===== src/rtl/encoder_8to3_pending_pkg.sv =====
// ---------------------------------------------------------------------------
// encoder_pkg
// Shared constants, FSM state type and the onehot-to-index helper for the
// registered 8-to-3 pending-event encoder.
//   N_LINES       : number of event lines (8)
//   CODE_W        : width of the binary code (3)
//   state_e       : presentation FSM states {IDLE, PRESENT}
//   onehot_to_idx : converts a one-hot grant vector to its binary index
// ---------------------------------------------------------------------------
package encoder_pkg;

  localparam int N_LINES = 8;
  localparam int CODE_W  = 3;

  typedef enum logic [0:0] {
    IDLE    = 1'b0,
    PRESENT = 1'b1
  } state_e;

  // OR-reduction of set bit positions; exact for a one-hot input, 0 for all-zero.
  function automatic logic [CODE_W-1:0] onehot_to_idx(input logic [N_LINES-1:0] oh);
    logic [CODE_W-1:0] idx;
    idx = {CODE_W{1'b0}};
    for (int i = 0; i < N_LINES; i++) begin
      if (oh[i]) begin
        idx = idx | CODE_W'(i);
      end else begin
        idx = idx;
      end
    end
    return idx;
  endfunction

endpackage


===== src/rtl/encoder_8to3_pending_if.sv =====
// ---------------------------------------------------------------------------
// encoder_8to3_pending_if
// Event/handshake bundle between the event sources + consumer and the encoder.
//   d       : event lines, d[i] maps to code i
//   ack     : consumer accepts the presented code (meaningful while valid)
//   valid   : code holds a pending index
//   code    : binary index, code[2] is the MSB
//   pending : current pending register
//   lost    : sticky overflow flag
// Modports: slave = encoder side, master = source/consumer side.
// ---------------------------------------------------------------------------
interface encoder_8to3_pending_if
  import encoder_pkg::*;
  ();

  logic [N_LINES-1:0] d;
  logic               ack;
  logic               valid;
  logic [CODE_W-1:0]  code;
  logic [N_LINES-1:0] pending;
  logic               lost;

  modport slave (
    input  d,
    input  ack,
    output valid,
    output code,
    output pending,
    output lost
  );

  modport master (
    output d,
    output ack,
    input  valid,
    input  code,
    input  pending,
    input  lost
  );

endinterface


===== src/rtl/encoder_8to3_pending_prio_pick8.sv =====
// ---------------------------------------------------------------------------
// prio_pick8
// Combinational priority picker over 8 request lines. The search starts at
// index `top` and walks downward, wrapping 0 -> 7; the first request found
// wins. With top tied to 7 this is a plain highest-index-wins encoder.
//   req : request vector
//   top : highest-priority index
//   any : at least one request is set
//   idx : index of the winning request (0 when none)
// ---------------------------------------------------------------------------
module prio_pick8
  import encoder_pkg::*;
  (
  input  logic [N_LINES-1:0] req,
  input  logic [CODE_W-1:0]  top,
  output logic               any,
  output logic [CODE_W-1:0]  idx
);

  logic [N_LINES-1:0] grant_s;
  logic [CODE_W-1:0]  probe_s;
  logic               found_s;

  // Downward circular search from top, producing a one-hot grant.
  always_comb begin
    grant_s = {N_LINES{1'b0}};
    found_s = 1'b0;
    probe_s = top;
    for (int k = 0; k < N_LINES; k++) begin
      probe_s = top - CODE_W'(k);
      if (!found_s && req[probe_s]) begin
        grant_s[probe_s] = 1'b1;
        found_s          = 1'b1;
      end else begin
        found_s = found_s;
      end
    end
  end

  assign any = |req;
  assign idx = onehot_to_idx(grant_s);

endmodule


===== src/rtl/encoder_8to3_pending.sv =====
// ---------------------------------------------------------------------------
// encoder_8to3_pending
// Registered 8-to-3 encoder with a pending-event register and valid/ack
// handshake. Events on d are captured into `pending`, then presented one at a
// time in priority order (highest index first). Acked codes are cleared; a
// new event in the same cycle as its clear re-queues the line.
// Ports:
//   clk   : clock, rising edge
//   rst_n : synchronous active-low reset
//   bus   : encoder_8to3_pending_if.slave (d, ack in; valid, code, pending,
//           lost out)
// Parameter:
//   LEVEL_MODE : 0 = capture rising edges of d, 1 = high level sets pending
// Build option:
//   ROTATE_PRIORITY_EN : rotating priority; after acking index i the search
//                        starts at i-1 so the serviced line becomes lowest.
// ---------------------------------------------------------------------------
module encoder_8to3_pending
  import encoder_pkg::*;
  #(
  parameter bit LEVEL_MODE = 1'b0
) (
  input  logic                   clk,
  input  logic                   rst_n,
  encoder_8to3_pending_if.slave  bus
);

  state_e             state_q, state_d;
  logic [N_LINES-1:0] d_q, d_d;
  logic [N_LINES-1:0] pending_q, pending_d;
  logic [CODE_W-1:0]  code_q, code_d;
  logic               valid_q, valid_d;
  logic               lost_q, lost_d;

  logic [N_LINES-1:0] set_s;
  logic [N_LINES-1:0] clr_s;
  logic [N_LINES-1:0] rem_s;
  logic               ack_s;
  logic [CODE_W-1:0]  top_s;
  logic               pick_any_s;
  logic [CODE_W-1:0]  pick_idx_s;

  // Event capture, pending update and sticky overflow detection.
  always_comb begin
    d_d = bus.d;
    if (LEVEL_MODE == 1'b1) begin
      set_s = bus.d;
    end else begin
      set_s = bus.d & ~d_q;
    end
    if (valid_q && bus.ack) begin
      ack_s = 1'b1;
      clr_s = {{(N_LINES-1){1'b0}}, 1'b1} << code_q;
    end else begin
      ack_s = 1'b0;
      clr_s = {N_LINES{1'b0}};
    end
    // rem excludes the acked line; events set this cycle are not in it.
    rem_s     = pending_q & ~clr_s;
    pending_d = rem_s | set_s;
    lost_d    = lost_q | (|(set_s & rem_s));
  end

`ifdef ROTATE_PRIORITY_EN
  logic [CODE_W-1:0] top_q, top_d;

  // Serviced line drops to lowest priority.
  always_comb begin
    if (ack_s) begin
      top_d = code_q - 3'd1;
    end else begin
      top_d = top_q;
    end
  end

  // Priority pointer register.
  always_ff @(posedge clk) begin
    if (!rst_n) begin
      top_q <= 3'd7;
    end else begin
      top_q <= top_d;
    end
  end

  // The pick for this cycle already uses the post-ack pointer.
  assign top_s = top_d;
`else
  assign top_s = 3'd7;
`endif

  // In IDLE clr is zero, so rem equals pending and one picker serves both cases.
  prio_pick8 u_pick (
    .req (rem_s),
    .top (top_s),
    .any (pick_any_s),
    .idx (pick_idx_s)
  );

  // FSM state register.
  always_ff @(posedge clk) begin
    if (!rst_n) begin
      state_q <= IDLE;
    end else begin
      state_q <= state_d;
    end
  end

  // FSM next-state logic.
  always_comb begin
    state_d = state_q;
    case (state_q)
      IDLE: begin
        if (pick_any_s) begin
          state_d = PRESENT;
        end else begin
          state_d = IDLE;
        end
      end
      PRESENT: begin
        if (ack_s && !pick_any_s) begin
          state_d = IDLE;
        end else begin
          state_d = PRESENT;
        end
      end
      default: state_d = IDLE;
    endcase
  end

  // FSM outputs: code only reloads on entry to PRESENT or on an ack.
  always_comb begin
    valid_d = (state_d == PRESENT);
    if (((state_q == IDLE) || ack_s) && pick_any_s) begin
      code_d = pick_idx_s;
    end else begin
      code_d = code_q;
    end
  end

  // Datapath and output registers.
  always_ff @(posedge clk) begin
    if (!rst_n) begin
      d_q       <= 8'h00;
      pending_q <= 8'h00;
      code_q    <= 3'b000;
      valid_q   <= 1'b0;
      lost_q    <= 1'b0;
    end else begin
      d_q       <= d_d;
      pending_q <= pending_d;
      code_q    <= code_d;
      valid_q   <= valid_d;
      lost_q    <= lost_d;
    end
  end

  assign bus.valid   = valid_q;
  assign bus.code    = code_q;
  assign bus.pending = pending_q;
  assign bus.lost    = lost_q;

endmodule

===== src/flat_wrapper.sv =====
// flat-port wrapper written by rule: the top's interface ports become plain ports
module encoder_8to3_pending_flat import encoder_pkg::*;
#(
  parameter bit LEVEL_MODE = 1'b0
)
  (clk, rst_n, bus_d, bus_ack, bus_valid, bus_code, bus_pending, bus_lost);
  encoder_8to3_pending_if bus_i ();
  input  logic clk;
  input  logic rst_n;
  input wire logic [$bits(bus_i.d)-1:0] bus_d;
  input wire logic [$bits(bus_i.ack)-1:0] bus_ack;
  output wire logic [$bits(bus_i.valid)-1:0] bus_valid;
  output wire logic [$bits(bus_i.code)-1:0] bus_code;
  output wire logic [$bits(bus_i.pending)-1:0] bus_pending;
  output wire logic [$bits(bus_i.lost)-1:0] bus_lost;
  assign bus_i.d = bus_d;
  assign bus_i.ack = bus_ack;
  assign bus_valid = bus_i.valid;
  assign bus_code = bus_i.code;
  assign bus_pending = bus_i.pending;
  assign bus_lost = bus_i.lost;
  encoder_8to3_pending #(.LEVEL_MODE(LEVEL_MODE)) u_core (.clk(clk), .rst_n(rst_n), .bus(bus_i));
endmodule

===== config.mk =====
export PLATFORM = sky130hd
export DESIGN_NAME = encoder_8to3_pending_flat
export DESIGN_NICKNAME = d
export VERILOG_FILES = /design/src/rtl/encoder_8to3_pending_pkg.sv /design/src/rtl/encoder_8to3_pending_if.sv /design/src/rtl/encoder_8to3_pending_prio_pick8.sv /design/src/rtl/encoder_8to3_pending.sv /design/src/flat_wrapper.sv
export SDC_FILE = /design/constraint.sdc
export NUM_CORES = 1
export LEC_CHECK = 0
export CORE_UTILIZATION = 50
export DETAILED_ROUTE_END_ITERATION = 10
export PLACE_DENSITY = 0.81
export SYNTH_ARGS = -nofsm -noshare
export SYNTH_HDL_FRONTEND = slang
export SYNTH_SLANG_ARGS = --single-unit
export TNS_END_PERCENT = 5

===== constraint.sdc =====
create_clock -name clk -period 4.2 [get_ports clk]
set_input_delay 0.84 -clock clk [delete_from_list [all_inputs] [get_ports clk]]
set_output_delay 0.84 -clock clk [all_outputs]
set_load 0.02 [all_outputs]

Word level (Yosys, flattened, before mapping):

Index checks and enable logic that the tools add are counted.

* flip-flop bits (word level): 21
* input bits: 11
* output and inout port bits: 13
* logic and storage cells: 58

* shifts and indexed selects: 1
* mux-type cells: 25
* bitwise logic cells: 8
* reduce and logical (&&, ||, !) cells: 19

Operator list (number)
* 8-bit bitwise AND: 3
* 8-bit 2-to-1 mux: 2
* 8-bit NOT: 2
* 8-bit OR reduction: 2
* 3-bit 2-to-1 mux: 5
* 1-bit 2-to-1 mux: 10
* 1-bit logical AND: 9
* 8-bit bitwise OR: 1
* 1-bit by 3-bit << shifter with 8-bit output, first input constant: 1
* 1-bit zero test: 7
* 7-bit 2-to-1 mux: 1
* 2-bit 2-to-1 mux: 3
* 6-bit 2-to-1 mux: 1
* 5-bit 2-to-1 mux: 1
* 4-bit 2-to-1 mux: 1
* 1-bit case mux with 2 select lines: 1
* 1-bit logical OR: 1
* 1-bit NOT: 1
* 1-bit bitwise OR: 1

Depth between registers and ports, before layout:

* word-level depth: 30
* depth in mapped cells: 5
* gate-level depth less buffers: 5

By module:

A second synthesis with hierarchy kept.

* cells, all modules: 228
* area, all modules: 2009.4 um2

Modules (own cells, without submodules)
* prio_pick8: instances 1, cells each 143, area an instance 1192.4 um2, seq. area each 0.0 um2
* encoder_8to3_pending: instances 1, cells each 85, area an instance 817.0 um2, seq. area each 420.4 um2

Worst setup path after synthesis:

No wires, ideal clock.

* kind: in2reg
* from: in bus_ack
* to: reg u_core.code_q[0], in the netlist u_core.bus.code[0]
* library setup time: 0.086 ns
* arrival time: 1.741 ns
* data required time: 4.114 ns
* slack: 2.373 ns
* cell stages on the path: 5
* path buffers: 0
* cells stage by stage: nand3_4 -> o31ai_2 -> nand4_2 -> nand4b_4 -> a221oi_2

* longest elaborated chain between the ends: 30
* elaborated cells between the ends (all ways): 37
* those cells by class: 19 x mux; 2 x bitwise; 16 x reduce/logical

Ends and longest elaborated chain
* from (decl): RTL line flat_wrapper.sv:11 `input wire logic [$bits(bus_i.ack)-1:0] bus_ack;`
* 1-bit logical AND *: RTL line encoder_8to3_pending.sv:51 `if (valid_q && bus.ack) begin`
* 8-bit 2-to-1 mux: RTL line encoder_8to3_pending.sv:51
* 8-bit NOT: RTL line encoder_8to3_pending.sv:59 `rem_s = pending_q & ~clr_s;`
* 8-bit bitwise AND: RTL line encoder_8to3_pending.sv:59
* 1-bit 2-to-1 mux: RTL line encoder_8to3_pending_prio_pick8.sv:31 `if (!found_s && req[probe_s]) begin`
* 1-bit zero test: RTL line encoder_8to3_pending_prio_pick8.sv:31
* 1-bit logical AND: RTL line encoder_8to3_pending_prio_pick8.sv:31
* 1-bit 2-to-1 mux: RTL line encoder_8to3_pending_prio_pick8.sv:31
* [10 not listed]
* 1-bit logical AND: RTL line encoder_8to3_pending_prio_pick8.sv:31
* 1-bit 2-to-1 mux: RTL line encoder_8to3_pending_prio_pick8.sv:31
* 1-bit zero test: RTL line encoder_8to3_pending_prio_pick8.sv:31
* 1-bit logical AND: RTL line encoder_8to3_pending_prio_pick8.sv:31
* 2-bit 2-to-1 mux: RTL line encoder_8to3_pending_prio_pick8.sv:31
* 1-bit 2-to-1 mux: RTL line encoder_8to3_pending_pkg.sv:25 `if (oh[i]) begin`
* 2-bit 2-to-1 mux (2 in series): RTL line encoder_8to3_pending_pkg.sv:25
* 3-bit 2-to-1 mux (4 in series): RTL line encoder_8to3_pending_pkg.sv:25
* to (signal assigned): RTL line encoder_8to3_pending.sv:151 `code_q <= code_d;`
* to (decl): RTL line encoder_8to3_pending.sv:31 `logic [CODE_W-1:0] code_q, code_d;`

Every way passes the cells marked *; elsewhere a longest branch is shown, timed or not.
A chain may end at the register's enable or synchronous reset.

Worst setup path in the final report:

* from: reg u_core.code_q[1], in the netlist u_core.bus.code[1]
* to: out bus_code[1]

RTL lines
* to (decl): RTL line flat_wrapper.sv:13 `output wire logic [$bits(bus_i.code)-1:0] bus_code;`

No word-level cell between the ends.

==> metrics.md <==
| Metric | Value |
|---|---|
| Status | `finished, final reports clean` |
| Share of power burned in registers | `0.516` |
| Top_reg_cell synth | `dfxtp_1` |
| Hold Startpoint | `u_core.d_q[4]$_SDFF_PN0_` |
| Fillcell total | `159` |
| Crit path cell chain | `clkdlybuf4s50_1` |
| Slew HR | `0.707` |
| Type of origin of the critical path | `flop` |
| Mux contribution to synthesized area | `0.0105` |
| Hold path depth | `3` |
| Internal power | `a little over 0.3 mW` |
| WL final | `about 2000 um` |
| Tot Pwr | `between 0.4 and 0.5 mW` |
| Antenna cells | `0` |
| CP arrival | `roughly 1.6 ns` |
| NetSw | `roughly 0.14 mW` |
| CP max-delay cell | `clkdlybuf4s50_1` |
| DRC Markers | `0` |
| Element type at the critical path end | `output pin` |
| CTS Hold Bufs | `0` |
| Pins Over Slew Limit | `0` |
| Ports | `24` |
| Row cnt | `15` |
| TritonCTS clock tree | `yes` |
| Largest family of logic cells by synthesized area | `compound AO/OA/AOI/OAI gates` |
| Finished Layout Cells | `approximately 140` |
| Hold WS | `0.521 ns` |
| RSZ-0062 raised after global routing | `no` |
| Routed wire per std cell | `14.4 um` |
| Worst-path clk slew | `0.12 ns` |
| Pwr Density | `between 300 and 400 nW/um2` |
| Pre-antenna DRT Iters | `4` |
| Layout Skew | `about 0.0051 ns` |
| Final setup fails | `0` |
| Async SR Flop Fraction | `0` |
| Antenna Violating Nets Remaining | `0` |
| Fraction of layout cells with a size suffix above 1 | `0.181` |
| NumNets Final | `about 130` |
| Crit-path leading delay family | `buffers and inverters` |
| H-tree depth | `1` |
| Critical Path RT | `3.36 ns` |
| VDD IR max | `0.000271 V` |
| Max-cap violations | `0` |
| Clock sink count | `21` |
| Fmax | `419 MHz` |
| Sw Share | `0.319` |
| Worst slew pin tran | `around 0.44 ns` |
| Hold WC Path Type | `reg2reg` |
| Vias in the first global route | `approximately 700` |
| Area growth syn-to-layout | `29.6%` |
| Most common cell in the synthesized netlist | `dfxtp_1` |
| Dominant cells by area after synthesis | `dfxtp_1 (44%), o21ai_4 (6.8%), nand2b_1 (5.9%)` |
| Slowest cell delay on critical path | `0.68 ns` |
| DR vias | `just under 800` |
| Synth Area in Compound Gates | `0.269` |
| Largest net degree at the start of global routing | `14` |
| Root Buffer | `clkbuf_4` |
| Routability cong. | `0.819` |
| Vias per cell | `approximately 5.5` |
| Hpwl dp | `between 1500 and 2000 um` |
| Most instantiated cells after synthesis | `dfxtp_1 (21), a21oi_1 (10), nand2b_1 (9), and2_1 (8), o21ai_4 (4)` |
| Flops & latches, synth | `21` |
| Worst R2R Start | `u_core.bus.code[0]$_SDFFE_PN0P_` |
| Post-synth EDFFs | `0` |
| Yosys cell types | `33` |
| Syn nets | `around 100` |
| Cell area after placement | `about 1200 um2` |
| Setup TNS Final | `0 ns` |
| Worst Path Class, Setup | `reg2out` |
| Initial antenna violation count | `0` |
| Maximum root-to-sink buffer count | `2` |
| Area of the core | `between 1500 and 2000 um2` |
| Initial Utilization | `0.540` |
| Crit path time final | `2.39 ns` |
| Logic pwr share | `0.262` |
| Reg area | `around 420 um2` |
| Number of CTS-inserted buffers | `3` |
| Clock share of power | `0.222` |
| Period utilization | `0.568` |
| Synth Cell Area | `roughly 950 um2` |
| GRT Residual Overflow | `0` |
| Hold Crit Endpoint | `u_core.bus.pending[4]$_SDFF_PN0_` |
| Sequential area share after synthesis | `0.442` |
| Die span in x | `between 40 and 50 um` |
| Reg2reg path depth | `5` |
| Yosys top cell area share | `0.442` |
| XOR/XNOR Fraction of Synth Area | `0` |
| Finished Cell Area | `~1200 um2` |
| Cts repair resizes | `0` |
| Reg-to-Reg End | `u_core.bus.code[1]$_SDFFE_PN0P_` |
| Final hold viol count | `0` |
| Leakage Power | `roughly 0.47 nW` |
| Placed cell count | `137` |
| First-pass GRT wire length | `slightly above 3000 um` |
| Initial DRC count | `11` |
| Buf/Inv on CP | `1` |
| Port Buf Inserts | `23` |
| Synth Instances | `approximately 90` |
| Simple-gate area share of the yosys netlist | `0.263` |
| Post-synthesis adder-cell area fraction | `0` |
| Post-CTS setup buffers | `0` |
| GRT Util Overall | `0.212` |
| Area of the multi-input gates | `slightly above 500 um2` |
| Warnings, synthesis | `0` |
| Die height | `about 46 um` |
| Worst skew pair latency | `~0.31 ns` |
| Crit-path max FO | `8` |
| Mapped Avg Cell Area | `10.5 um2` |
| Reg-to-reg setup timing slack | `2.50 ns` |
| Leading area contributor after synthesis | `dfxtp_1` |
| Die ar. | `about 2100 um2` |
-- registers in the layout, summed over array words and instances (netlist names) --
register            flops
u_core.bus.pending      8
u_core.d_q              8
u_core.bus.code         3
u_core.bus.lost         1
u_core.bus.valid        1
-- power groups by stage --
stage | Combinational, mW | Sequential [mW] | Clock (mW)
6_report | 0.119 | 0.234 | 0.101
4_1_cts | 0.119 | 0.234 | 0.104
3_5_place_dp | 0.119 | 0.238 | 0
2_1_floorplan | 0.0586 | 0.250 | 0
3_3_place_gp | 0.115 | 0.237 | 0
5_1_grt | 0.127 | 0.236 | 0.110
-- cell usage in the layout (no fill, tap or decap), types with 2 or more instances in the layout --
cell type / Yosys / layout
dfxtp_1: 21 / 21
a21oi_1: 10 / 10
o22ai_1: 3 / 3
clkdlybuf4s50_1: 0 / 23
clkbuf_4: 0 / 3
nand2b_1: 9 / 9
nor2_1: 3 / 3
o21ai_0: 2 / 2
inv_1: 2 / 2
o21ai_2: 2 / 2
o21ai_4: 4 / 4
o31ai_2: 2 / 2
nand2_1: 3 / 3
and2_1: 8 / 8
-- stage by stage --
stage | setup WS, ns | util
finish | 1.81 | 0.699
global route | 1.77 | 0.699
CTS | 1.81 | 0.699
detailed placement | 1.59 | 0.684
global placement | 1.65 | 0.684
floorplan | 2.37 | -
-- cell families (layout without fill, tap and decap cells) --
| logic type | after synthesis | count (layout) |
|---|---|---|
| simple gates | 34 | 34 |
| flops | 21 | 21 |
| mux | 1 | 1 |
| compound gates | 31 | 31 |
| buf+inv | 4 | 29 |
-- cell type report --
type,count,share of cell area
clock buffers,3,0.0183
clock inverters,1,0.00406
inverters,2,0.00609
multi-input cells,66,0.419
flip-flops and latches,21,0.341
well taps,25,0.0254
repair buffers,23,0.187
-- layer usage --
metal | routed length [um] | vias up | track usage
li1 | - | 377 | -
met3 | 58 | 9 | 0.0357
met1 | 915 | 368 | 0.272
met4 | 57 | 0 | 0.121
met2 | 993 | 22 | 0.331
met5 | 0 | - | 0
-- how the worst max path moves through the flow --
stage | from | end | slack (ns) | depth (start not counted)
finish | u_core.bus.code[1]$_SDFFE_PN0P_ | bus_code[1] | 1.81 | 1
global route | u_core.bus.code[1]$_SDFFE_PN0P_ | bus_code[1] | 1.77 | 1
CTS | u_core.bus.code[1]$_SDFFE_PN0P_ | bus_code[1] | 1.81 | 1
detailed placement | bus_ack | u_core.bus.code[1]$_SDFFE_PN0P_ | 1.59 | 6
global placement | bus_ack | u_core.bus.code[0]$_SDFFE_PN0P_ | 1.65 | 6
floorplan | bus_ack | u_core.bus.code[0]$_SDFFE_PN0P_ | 2.37 | 5
(Power assumes the default switching activity.)
